<file path="src/rtl/random_word_arbiter_pkg.sv">
// Shared arbiter types: word-builder state enum and a round-robin pick helper
// reused by every arbiter that hands out words from a common source.
package random_word_arbiter_pkg;

   localparam int MaxClients = 32;
   localparam int IdxW = 5;

   typedef enum logic {
      FILL  = 1'b0,
      READY = 1'b1
   } state_t;

   typedef struct packed {
      logic            valid;
      logic [IdxW-1:0] index;
   } pick_t;

   // First set request at or above ptr, wrapping modulo clients; ptr < clients.
   function automatic pick_t rr_pick(input logic [MaxClients-1:0] req,
                                     input int unsigned ptr,
                                     input int unsigned clients);
      pick_t       pick;
      int unsigned idx;
      pick.valid = 1'b0;
      pick.index = '0;
      for (int unsigned i = 0; i < MaxClients; i++) begin
         idx = ptr + i;
         if (idx >= clients) idx = idx - clients;
         if (i < clients && !pick.valid && req[idx[IdxW-1:0]]) begin
            pick.valid = 1'b1;
            pick.index = idx[IdxW-1:0];
         end
      end
      return pick;
   endfunction

endpackage

</file>
<file path="src/rtl/random_word_arbiter_lfsr.sv">
// Fibonacci LFSR with output enable and no reset; its sequence runs on from
// the power-up seed across any reset of the surrounding logic.
module Lfsr #(
   parameter int                Length = 48,
   parameter logic [Length-1:0] Taps   = 48'h8000_0000_005C,
   parameter logic [Length-1:0] Seed   = 48'hA1EA_1AC7_AE57
) (
   input  logic CLK,
   input  logic OE,
   output logic OUT
);

   logic [Length-1:0] state = Seed;

   always_ff @(posedge CLK) begin
      if (OE) state <= {state[Length-2:0], ^(state & Taps)};
   end

   assign OUT = state[Length-1];

endmodule

</file>
<file path="src/rtl/random_word_arbiter.sv">
// Builds Width-bit words from a shared LFSR and hands each one to exactly one
// requester, chosen round-robin, with a one-cycle ACK and a held DATA word.
module random_word_arbiter
   import random_word_arbiter_pkg::*;
#(
   parameter int                Clients = 4,
   parameter int                Width   = 16,
   parameter int                Length  = 48,
   parameter logic [Length-1:0] Taps    = 48'h8000_0000_005C,
   parameter logic [Length-1:0] Seed    = 48'hA1EA_1AC7_AE57
) (
   input  logic               CLK,
   input  logic               RST_N,
   input  logic [Clients-1:0] REQ,
   output logic [Clients-1:0] ACK,
   output logic [Width-1:0]   DATA
);

   localparam int CountW = (Width > 1) ? $clog2(Width) : 1;
   localparam int PtrW   = (Clients > 1) ? $clog2(Clients) : 1;

   state_t                state;
   state_t                state_next;
   logic [CountW-1:0]     count;
   logic [Width-1:0]      word;
   logic [Width:0]        word_shift;
   logic [PtrW-1:0]       ptr;
   logic [PtrW-1:0]       ptr_next;
   logic [Clients-1:0]    ack_next;
   logic [MaxClients-1:0] req_wide;
   logic                  oe;
   logic                  lfsr_out;
   pick_t                 pick;

   Lfsr #(
      .Length(Length),
      .Taps  (Taps),
      .Seed  (Seed)
   ) u_lfsr (
      .CLK(CLK),
      .OE (oe),
      .OUT(lfsr_out)
   );

   // The LFSR only advances while a word is being filled and never during reset.
   always_comb begin
      req_wide = '0;
      req_wide[Clients-1:0] = REQ;
      oe         = RST_N && (state == FILL);
      word_shift = {word, lfsr_out};
      pick       = rr_pick(req_wide, 32'(ptr), 32'(Clients));
      ack_next   = '0;
      for (int i = 0; i < Clients; i++) ack_next[i] = (pick.index == 5'(i));
      ptr_next = '0;
      if (int'(pick.index) + 1 < Clients) ptr_next = PtrW'(pick.index + 5'd1);
      state_next = state;
      case (state)
         FILL:    if (count == CountW'(Width - 1)) state_next = READY;
         READY:   if (pick.valid) state_next = FILL;
         default: state_next = FILL;
      endcase
   end

   always_ff @(posedge CLK or negedge RST_N) begin
      if (!RST_N) begin
         state <= FILL;
         count <= '0;
         word  <= '0;
         ptr   <= '0;
         ACK   <= '0;
         DATA  <= '0;
      end else begin
         state <= state_next;
         ACK   <= '0;
         if (state == FILL) begin
            word <= word_shift[Width-1:0];
            if (count == CountW'(Width - 1)) count <= '0;
            else                             count <= count + 1'b1;
         end else if (pick.valid) begin
            ACK  <= ack_next;
            DATA <= word;
            ptr  <= ptr_next;
         end
      end
   end

endmodule

</file>
<file path="config.mk">
export PLATFORM = sky130hd
export DESIGN_NAME = random_word_arbiter
export DESIGN_NICKNAME = d
export VERILOG_FILES = /design/src/rtl/random_word_arbiter_pkg.sv /design/src/rtl/random_word_arbiter_lfsr.sv /design/src/rtl/random_word_arbiter.sv
export SDC_FILE = /design/constraint.sdc
export NUM_CORES = 1
export LEC_CHECK = 0
export BUFFER_PORTS_ARGS = -buffer_cell sky130_fd_sc_hd__buf_2
export CAP_MARGIN = 20
export CORE_MARGIN = 2
export CORE_UTILIZATION = 50
export DETAILED_ROUTE_END_ITERATION = 6
export PLACE_DENSITY = 0.68
export SKIP_CTS_REPAIR_TIMING = 1
export SLEW_MARGIN = 20
export SYNTH_ARGS = -nofsm -noshare
export SYNTH_HDL_FRONTEND = slang
export SYNTH_SLANG_ARGS = --single-unit
</file>
<file path="constraint.sdc">
create_clock -name CLK -period 8.1 [get_ports CLK]
set_input_delay 1.215 -clock CLK [delete_from_list [all_inputs] [get_ports CLK]]
set_output_delay 1.215 -clock CLK [all_outputs]
set_load 0.02 [all_outputs]
</file>
==> results.txt, run 1 <==
Tcrit/Tclk final - 0.377
Rel. slew slack - 0.631
Via count - 1682
Max-Cap Viols - 0
Clk_lat worst skew - 0.35 ns
Initial antenna violation count - 0
Vias per cell - 5.07
DR top layer - met4
Top-Level Pins - 26
Layout cells sized above 1 - 0.356
EDFF count, synth - 48
Setup violators final - 0
DRT iter0 DRCs - 82
Worst vdd ir - 0.000179 V
Fin cells - 332
Sequential area share after synthesis - 0.708
Layout fillers - 540
Post-synth top area cell - edfxtp_1
First-pass iteration count of the detailed router - 5
Count of different cell masters after synthesis - 35
Final wirelength - 4900 um
Post-synthesis net count - 212
PnR worst setup slack - 5.04 ns
Worst min-delay path category - reg2reg
Pre-CTS WS - 4.79 ns
Leakage - 1.65 nW
Startpoint types - flop
Nets - 245
Crit Path Class - reg2reg
Worst-path clk slew - 0.09 ns
Die Area - 7800 um^2
Design area - 3990 um^2
Power Total - 1.63 mW
Power per cell area - 408 nW/um^2
Sink Count - 91
Initial core utilization - 0.521
Die Ht - 88.3 um
Largest net degree at the start of global routing - 49
Avg WL per Cell - 14.7 um
Setup TNS - 0 ns
CTS tree - yes
Critical Path RT - 8.33 ns
Post-synth ARST share - 0.473
Post-route ant nets - 0
Met2 wire len - 2210 um
Post-route minimum period - 3.06 ns
Syn_area_per_cell - 18.0 um^2
Layout Utilization - 0.583
Metal3 WL - 149 um
Overall routing resource usage - 0.141
Area share of the largest cell type after synthesis - 0.405
H-tree Lvls - 3
Port bufs - 25
Num rows - 30
GRT Residual Overflow - 0
CTS Buf Count - 9
RSZ-0062 raised after global routing - false
DP Area - 3790 um^2
Post-DP HPWL - 2950 um
Area delta synth->final - 12.1%
Fmax - 327 MHz
CTS Buffer Depth - 2
Status - finished, final reports clean
Area contributors post-synth - edfxtp_1 41%, dfrtp_1 30%, mux2_2 6.3%
Critical Path AT - 3.29 ns
Top cells by count, synth - 48 x edfxtp_1, 43 x dfrtp_1, 20 x mux2_2
Chip width - 88.3 um
Inserted Diodes - 0
Crit-path max FO - 18
Drt drc - 0
Mapped Cells - 198
Final hold vios - 0
Worst slew pin tran - 0.554 ns
Count leader, synth - edfxtp_1
Netlist Area Pre-Place - 3560 um^2
Max-slew violations - 0
Clock skew - 0.0102 ns
Worst hold margin - 0.424 ns
Core area - 6830 um^2
Critical path endpoint category - flop
#FFs+latches synth - 91
Clk root buf - clkbuf_8
Ys Warns - 0
Main synth FF type - edfxtp_1
GPL Wtd Cong - 0.730
Met1 Routed Length - 2450 um
Placed Instances - 316
First-pass GRT wire length - 8270 um
Vias in the first global route - 1716
==> report_power, final <==
group          leakage (nW)  internal [mW]  total [mW]  switching, mW
registers             0.979          0.669       0.768         0.0995
logic                 0.571          0.281       0.555          0.274
clock network        0.0992          0.147       0.304          0.157
total                  1.65           1.10        1.63          0.531
==> flip-flops by register name, indices dropped and copies added, names as in the netlist <==
name          count
u_lfsr.state     48
DATA             16
word             16
ACK               4
count             4
ptr               2
state             1
==> cells by family (layout without fill, tap and decap cells) <==
| kind of cell | count (synthesis) | count (layout) | synth area share |
|---|---|---|---|
| muxes | 41 | 41 | 0.152 |
| adders and majority gates | 8 | 8 | 0.0282 |
| buffers and inverters | 11 | 49 | 0.0190 |
| AOI/OAI and AO/OA | 23 | 23 | 0.0514 |
| DFF | 91 | 91 | 0.708 |
| and+or+nand+nor | 19 | 19 | 0.0296 |
| xor gates and xnor gates | 5 | 5 | 0.0123 |
==> layout make-up <==
| class | count | area [um^2] | share of cell area |
|---|---|---|---|
| clock buffers | 10 | 128 | 0.0320 |
| clock inverters | 6 | 71.3 | 0.0179 |
| inverters | 4 | 15.0 | 0.00377 |
| multi-input cells | 96 | 978 | 0.246 |
| flip-flops and latches | 91 | 2520 | 0.632 |
| well taps | 96 | 120 | 0.0301 |
| repair buffers | 29 | 155 | 0.0389 |
==> critical path, cell delays in order, from the launching register on <==
cell and delay (ns):
dfrtp_1 0.60, inv_1 0.18, ha_1 0.47, mux4_2 0.41
o41ai_4 0.56, buf_4 0.39, mux2_4 0.33
==> per-layer routing <==
layer	vias up	GRT usage
met5	-	0
met4	0	0.0647
met3	7	0.0420
met2	26	0.209
met1	849	0.195
li1	800	-
==> placed cells by master, fill, tap and decap left out, types with 2 or more instances in the layout <==
| cell | n |
|---|---|
| xnor2_1 | 5 |
| nand2_1 | 3 |
| a32oi_1 | 2 |
| buf_4 | 4 |
| a21oi_1 | 4 |
| inv_6 | 2 |
| nor2b_1 | 2 |
| inv_1 | 4 |
| edfxtp_1 | 48 |
| mux2_2 | 20 |
| mux2_4 | 15 |
| o31ai_1 | 3 |
| nor2_1 | 2 |
| buf_2 | 25 |
| nand2b_1 | 3 |
| a31oi_1 | 2 |
| ha_1 | 8 |
| clkbuf_8 | 9 |
| dfrtp_1 | 43 |
| o21ai_0 | 3 |
| and2_1 | 5 |
| mux2i_1 | 4 |
==> path summary, 6_finish.rpt <==
path | from | endpoint | slack [ns] | cells after the start
min reg2reg | u_lfsr.state[22] | u_lfsr.state[23] | 0.42 | 0
max | ptr[0] | DATA[2] | 5.04 | 6
min | u_lfsr.state[22] | u_lfsr.state[23] | 0.42 | 0
min in group asynchronous | RST_N | DATA[9] | 0.93 | 2
max in group asynchronous | RST_N | count[1] | 6.81 | 2
max reg2reg | ptr[0] | DATA[2] | 5.04 | 6
(Power assumes the default switching activity.)
==> inputs of run 2 (changes only) <==
--- a/config.mk
+++ b/config.mk
@@ -10,7 +10,7 @@
 export CORE_MARGIN = 2
 export CORE_UTILIZATION = 50
 export DETAILED_ROUTE_END_ITERATION = 6
-export PLACE_DENSITY = 0.68
+export PLACE_DENSITY = 0.71
 export SKIP_CTS_REPAIR_TIMING = 1
 export SLEW_MARGIN = 20
 export SYNTH_ARGS = -nofsm -noshare
==> constraint.sdc (replaced) <==
create_clock -name CLK -period 2.6 [get_ports CLK]
set_input_delay 0.39 -clock CLK [delete_from_list [all_inputs] [get_ports CLK]]
set_output_delay 0.39 -clock CLK [all_outputs]
set_load 0.02 [all_outputs]
==> results.txt, run 2 (same netlist as run 1, synthesis figures left out) <==
DRT iter0 DRCs - 103 (+26%)
Final hold vios - 0 (unchanged)
R2r startpoint - ptr[0]
Die Area - 7800 um^2 (unchanged)
Power per cell area - 1290 nW/um^2 (+220%)
Chip width - 88.3 um (unchanged)
Clk_lat worst skew - 0.35 ns (about the same)
Worst-path clk slew - 0.09 ns (about the same)
First-pass iteration count of the detailed router - 4 (-1)
CTS Buffer Depth - 2 (unchanged)
Critical path endpoint category - flop
DP Area - 3820 um^2 (+0.93%)
CTS Buf Count - 9 (unchanged)
H-tree Lvls - 3 (unchanged)
Critical Path RT - 2.85 ns (-5.48 ns)
Worst setup path startpoint - ptr[0]
Switching Share - 0.320 (-0.00603)
Worst min-delay path category - in2async
Post-route ant nets - 0 (unchanged)
Worst vdd ir - 0.000620 V (+250%)
CP cell instances - inv_1 -> ha_1 -> a21boi_0 -> a22o_1 -> nor2b_2 -> o21ai_1 -> a32oi_1 -> ha_1 -> a31o_2 -> o31ai_2
Flop pwr share - 0.452 (-0.020)
Fmax - 401 MHz (+23%)
GRT Residual Overflow - 0 (unchanged)
Design area - 4050 um^2 (+1.7%)
Biggest register - u_lfsr.state
Commonest non-fill, non-tap cells in the layout - 48 x edfxtp_1, 43 x dfrtp_1, 25 x buf_2
Avg WL per Cell - 15.7 um (+6.7%)
Regs by FF count - u_lfsr.state: 48 flops, DATA: 16 flops, word: 16 flops
Worst hold margin - 0.140 ns (-0.284 ns)
Power Total - 5.24 mW (+220%)
Max-Cap Viols - 0 (unchanged)
Post-DP HPWL - 3160 um (+7.3%)
Status - finished, final reports clean
Rel. slew slack - 0.619 (-0.0114)
Nets - 248 (+1.2%)
Via count - 1734 (+3.1%)
Inserted Diodes - 0 (unchanged)
Worst slew pin tran - 0.571 ns (+0.0171 ns)
Num rows - 30 (unchanged)
Setup violators final - 0 (unchanged)
Critical Path AT - 2.74 ns (-0.55 ns)
CP Buf/Inv Count - 1 (-1)
Drt drc - 0 (unchanged)
Fin cells - 335 (+0.90%)
Sink Count - 91 (unchanged)
Top Family by Delay on Critical Path - compound AO/OA/AOI/OAI gates
Part of the power in the clock network - 0.188 (about the same)
Layout cells sized above 1 - 0.381 (+0.0248)
Cell repeated most along the worst path - ha_1
Area delta synth->final - 14.0%
Initial core utilization - 0.521 (unchanged)
Tcrit/Tclk final - 0.959 (+0.582)
Placed Instances - 319 (+0.95%)
Initial antenna violation count - 0 (unchanged)
Crit Path Class - reg2reg
Port bufs - 25 (unchanged)
Sw power - 1.68 mW (+220%)
GPL Wtd Cong - 0.839 (+15%)
Die Ht - 88.3 um (unchanged)
Leading cell type in the layout, fill and taps excluded - edfxtp_1
Vias in the first global route - 1674 (-2.4%)
Layout fillers - 533 (-1.3%)
Logic pwr share - 0.360 (+0.019)
Clock skew - 0.00778 ns (-0.00238 ns)
Core area - 6830 um^2 (unchanged)
Clk root buf - clkbuf_8
First-pass GRT wire length - 8230 um (-0.42%)
Slowest-stage cell, CP - dfrtp_1
Post-route minimum period - 2.49 ns (-0.562 ns)
Crit-path max FO - 4 (-14)
Max reg flops - 48 (unchanged)
PnR worst setup slack - 0.107 ns (-4.94 ns)
Overall routing resource usage - 0.145 (+0.00377)
Largest net degree at the start of global routing - 49 (unchanged)
Final wirelength - 5270 um (+7.6%)
Startpoint types - flop
Pint - 3.56 mW (+230%)
CTS tree - yes
Leakage - 1.68 nW (+1.7%)
Vias per cell - 5.18 (+2.2%)
Pre-CTS WS - 0.0763 ns (-4.71 ns)
Top-Level Pins - 26 (unchanged)
Worst stage delay on the critical path - 0.38 ns (-0.22 ns)
Max-slew violations - 0 (unchanged)
[run 2: changes by cell type in the layout (fill, tap and decap cells not counted), sizes merged]
cell    change
clkinv      -1
buf         +3
clkbuf      +3
inv         -2
[run 2: power by group through the flow]
| stage | logic (mW) | registers (mW) | clock network [mW] |
|---|---|---|---|
| after detailed placement | 1.84 | 2.40 | 0 |
| final | 1.89 | 2.37 | 0.987 |
| after global placement | 1.79 | 2.38 | 0 |
| after global routing | 2.05 | 2.44 | 1.07 |
| after floorplan | 1.28 | 2.49 | 0 |
| after CTS | 1.86 | 2.38 | 1.03 |
[run 2: through the flow]
| stage | setup TNS (ns) | utilization |
|---|---|---|
| 4_1_cts | 0 | 0.591 |
| 3_3_place_gp | 0 | 0.559 |
| 6_report | 0 | 0.593 |
| 5_1_grt | -0.00632 | 0.593 |
| 2_1_floorplan | 0 | - |
| 3_5_place_dp | 0 | 0.559 |
[run 2: path summary, 6_finish.rpt]
check                                    to  slack [ns]  cells past startpoint
setup / recovery                     ptr[0]        0.11                     10
max in group asynchronous          count[0]        2.09                      2
min in group CLK           u_lfsr.state[31]        0.42                      0
hold / removal                     DATA[10]        0.14                      2
hold reg to reg            u_lfsr.state[31]        0.42                      0
setup reg to reg                     ptr[0]        0.11                     10
[run 2: final cells by class]
| cell class | instances | area, um^2 | area share |
|---|---|---|---|
| multi-input cells | 96 | 996 | 0.246 |
| inverters | 4 | 15.0 | 0.00370 |
| clock inverters | 3 | 43.8 | 0.0108 |
| repair buffers | 32 | 190 | 0.0469 |
| flip-flops and latches | 91 | 2520 | 0.621 |
| well taps | 96 | 120 | 0.0296 |
| clock buffers | 13 | 170 | 0.0420 |
[run 2: worst register-to-register path: cells and delay by family, from the launching register on]
| kind | cells | cell delay, ns |
|---|---|---|
| compound gates | 6 | 1.19 |
| fa+ha+maj | 2 | 0.51 |
| flops | 1 | 0.38 |
| simple gates | 1 | 0.19 |
| buf+inv | 1 | 0.13 |
[run 2: layer usage]
metal  vias to the layer above  wire [um]  track usage
met3                         7        237       0.0616
met1                       882       2530        0.195
li1                        807          -            -
met2                        38       2440        0.216
met4                         0         58       0.0496
met5                         -          0            0
==> inputs of run 3 (changes only) <==
--- a/config.mk
+++ b/config.mk
@@ -8,9 +8,8 @@
 export BUFFER_PORTS_ARGS = -buffer_cell sky130_fd_sc_hd__buf_2
 export CAP_MARGIN = 20
 export CORE_MARGIN = 2
-export CORE_UTILIZATION = 50
+export CORE_UTILIZATION = 40
 export DETAILED_ROUTE_END_ITERATION = 6
-export PLACE_DENSITY = 0.71
 export SKIP_CTS_REPAIR_TIMING = 1
 export SLEW_MARGIN = 20
 export SYNTH_ARGS = -nofsm -noshare
==> results.txt, run 3 (same netlist as run 1, synthesis figures left out) <==
Status - finished, final reports clean
Flop pwr share - 0.455 (+0.003)
Avg WL per Cell - 14.4 um (-8.4%)
CTS tree - yes
Cell repeated most along the worst path - ha_1
Die Ht - 98.3 um (+11%)
Worst min-delay path category - in2async
Final hold vios - 0 (unchanged)
Commonest non-fill, non-tap cells in the layout - 48 x edfxtp_1, 43 x dfrtp_1, 25 x buf_2
Path depth of the worst reg2reg path - 10 (unchanged)
Leading cell type in the layout, fill and taps excluded - edfxtp_1
Regs by FF count - u_lfsr.state: 48 flops, DATA: 16 flops, word: 16 flops
Port bufs - 25 (unchanged)
Max reg flops - 48 (unchanged)
Layout fillers - 763 (+43%)
Clock skew - 0.0100 ns (+0.00222 ns)
Post-DP HPWL - 2860 um (-9.6%)
Overall routing resource usage - 0.111 (-0.0345)
Switching Share - 0.329 (+0.00856)
Slowest-stage cell, CP - dfrtp_1
CTS Buf Count - 9 (unchanged)
Area delta synth->final - 13.9% (about the same)
Core area - 8680 um^2 (+27%)
Critical path endpoint category - flop
Clk_lat worst skew - 0.35 ns (about the same)
Tcrit/Tclk final - 0.943 (-0.0159)
Power per cell area - 1270 nW/um^2 (-2.1%)
CP cell instances - inv_1 -> ha_1 -> buf_4 -> a221oi_1 -> a21oi_1 -> a31oi_2 -> a32oi_2 -> ha_1 -> a31o_2 -> o31ai_1
Biggest register - u_lfsr.state
First-pass GRT wire length - 8280 um (+0.60%)
GPL Wtd Cong - 0.735 (-12%)
GRT Residual Overflow - 0 (unchanged)
Setup TNS - 0 ns (unchanged)
Die Area - 9660 um^2 (+24%)
Nets - 250 (+0.81%)
Post-route minimum period - 2.45 ns (-0.0412 ns)
CP Buf/Inv Count - 2 (+1)
Layout cells sized above 1 - 0.390 (+0.00929)
Num rows - 34 (+13%)
Largest net degree at the start of global routing - 49 (unchanged)
Sw power - 1.69 mW (+0.49%)
Rel. slew slack - 0.615 (-0.00455)
Sink Count - 91 (unchanged)
Initial antenna violation count - 0 (unchanged)
Critical path depth - 10 (unchanged)
Crit Path Class - reg2reg
Final wirelength - 5030 um (-4.6%)
Part of the power in the clock network - 0.166 (-0.022)
Critical Path AT - 2.70 ns (-0.04 ns)
Worst stage delay on the critical path - 0.37 ns (about the same)
Worst vdd ir - 0.000586 V (-5.5%)
CTS Buffer Depth - 2 (unchanged)
Worst slew pin tran - 0.578 ns (+0.00682 ns)
Pint - 3.44 mW (-3.4%)
Power Total - 5.13 mW (-2.1%)
Clk root buf - clkbuf_8
Setup violators final - 0 (unchanged)
Drt drc - 0 (unchanged)
Vias in the first global route - 1682 (+0.48%)
Top-Level Pins - 26 (unchanged)
Max-slew violations - 0 (unchanged)
Chip width - 98.3 um (+11%)
First-pass iteration count of the detailed router - 4 (unchanged)
Fmax - 408 MHz (+1.7%)
Initial core utilization - 0.410 (-0.111)
DRT iter0 DRCs - 72 (-30%)
Post-route ant nets - 0 (unchanged)
Startpoint types - flop
Worst-path clk slew - 0.09 ns (about the same)
Critical Path RT - 2.84 ns (about the same)
Vias per cell - 4.91 (-5.2%)
Logic pwr share - 0.380 (+0.020)
H-tree Lvls - 3 (unchanged)
Crit-path max FO - 5 (+1)
Via count - 1713 (-1.2%)
Top Family by Delay on Critical Path - compound AO/OA/AOI/OAI gates
Inserted Diodes - 0 (unchanged)
Max-Cap Viols - 0 (unchanged)
Leakage - 1.68 nW (+0.34%)
==> run 3: cell types whose count changed in the layout (fill, tap and decap cells not counted), sizes merged <==
| cell | previous run | this run |
|---|---|---|
| buf | 32 | 34 |
| clkbuf | 13 | 10 |
| clkinv | 0 | 3 |
| clkinvlp | 1 | 0 |
| inv | 5 | 7 |
| bufinv | 1 | 0 |
==> run 3: through the flow <==
step	utilization	setup slack (ns)	instance area, um^2	std cells	hold WS, ns
2_1_floorplan	-	0.00589	3560	198	0.0944
3_3_place_gp	0.443	0.193	3840	332	0.404
3_5_place_dp	0.443	0.0822	3840	332	0.405
4_1_cts	0.463	0.0518	4020	348	0.148
5_1_grt	0.467	-0.0485	4050	349	0.166
6_report	0.467	0.148	4050	349	0.143
==> run 3: power groups by stage <==
stage | combinational [mW] | sequential [mW] | clock, mW
floorplan | 1.28 | 2.49 | 0
global placement | 1.83 | 2.36 | 0
detailed placement | 1.88 | 2.36 | 0
CTS | 1.88 | 2.34 | 0.889
global route | 2.14 | 2.40 | 0.955
finish | 1.95 | 2.33 | 0.849
==> run 3: worst paths after layout <==
| check | from | end | slack [ns] |
|---|---|---|---|
| hold reg to reg | u_lfsr.state[15] | u_lfsr.state[16] | 0.42 |
| max in group asynchronous | RST_N | ptr[1] | 2.09 |
| setup reg to reg | ptr[0] | ptr[1] | 0.15 |
| setup / recovery | ptr[0] | ptr[1] | 0.15 |
| min in group CLK | u_lfsr.state[15] | u_lfsr.state[16] | 0.42 |
| hold / removal | RST_N | DATA[14] | 0.14 |
==> run 3: layout make-up <==
type / count / area [um^2] / area share
clock buffers: 10 / 138 / 0.0340
clock inverters: 6 / 37.5 / 0.00927
inverters: 4 / 15.0 / 0.00371
multi-input cells: 96 / 1000 / 0.247
flip-flops and latches: 91 / 2520 / 0.622
well taps: 108 / 135 / 0.0334
repair buffers: 34 / 205 / 0.0507
==> run 3: layer usage <==
layer,global-route usage,routed length [um]
met5,0,0
met3,0.0501,245
met4,0.0390,63
met2,0.155,2150
met1,0.153,2570
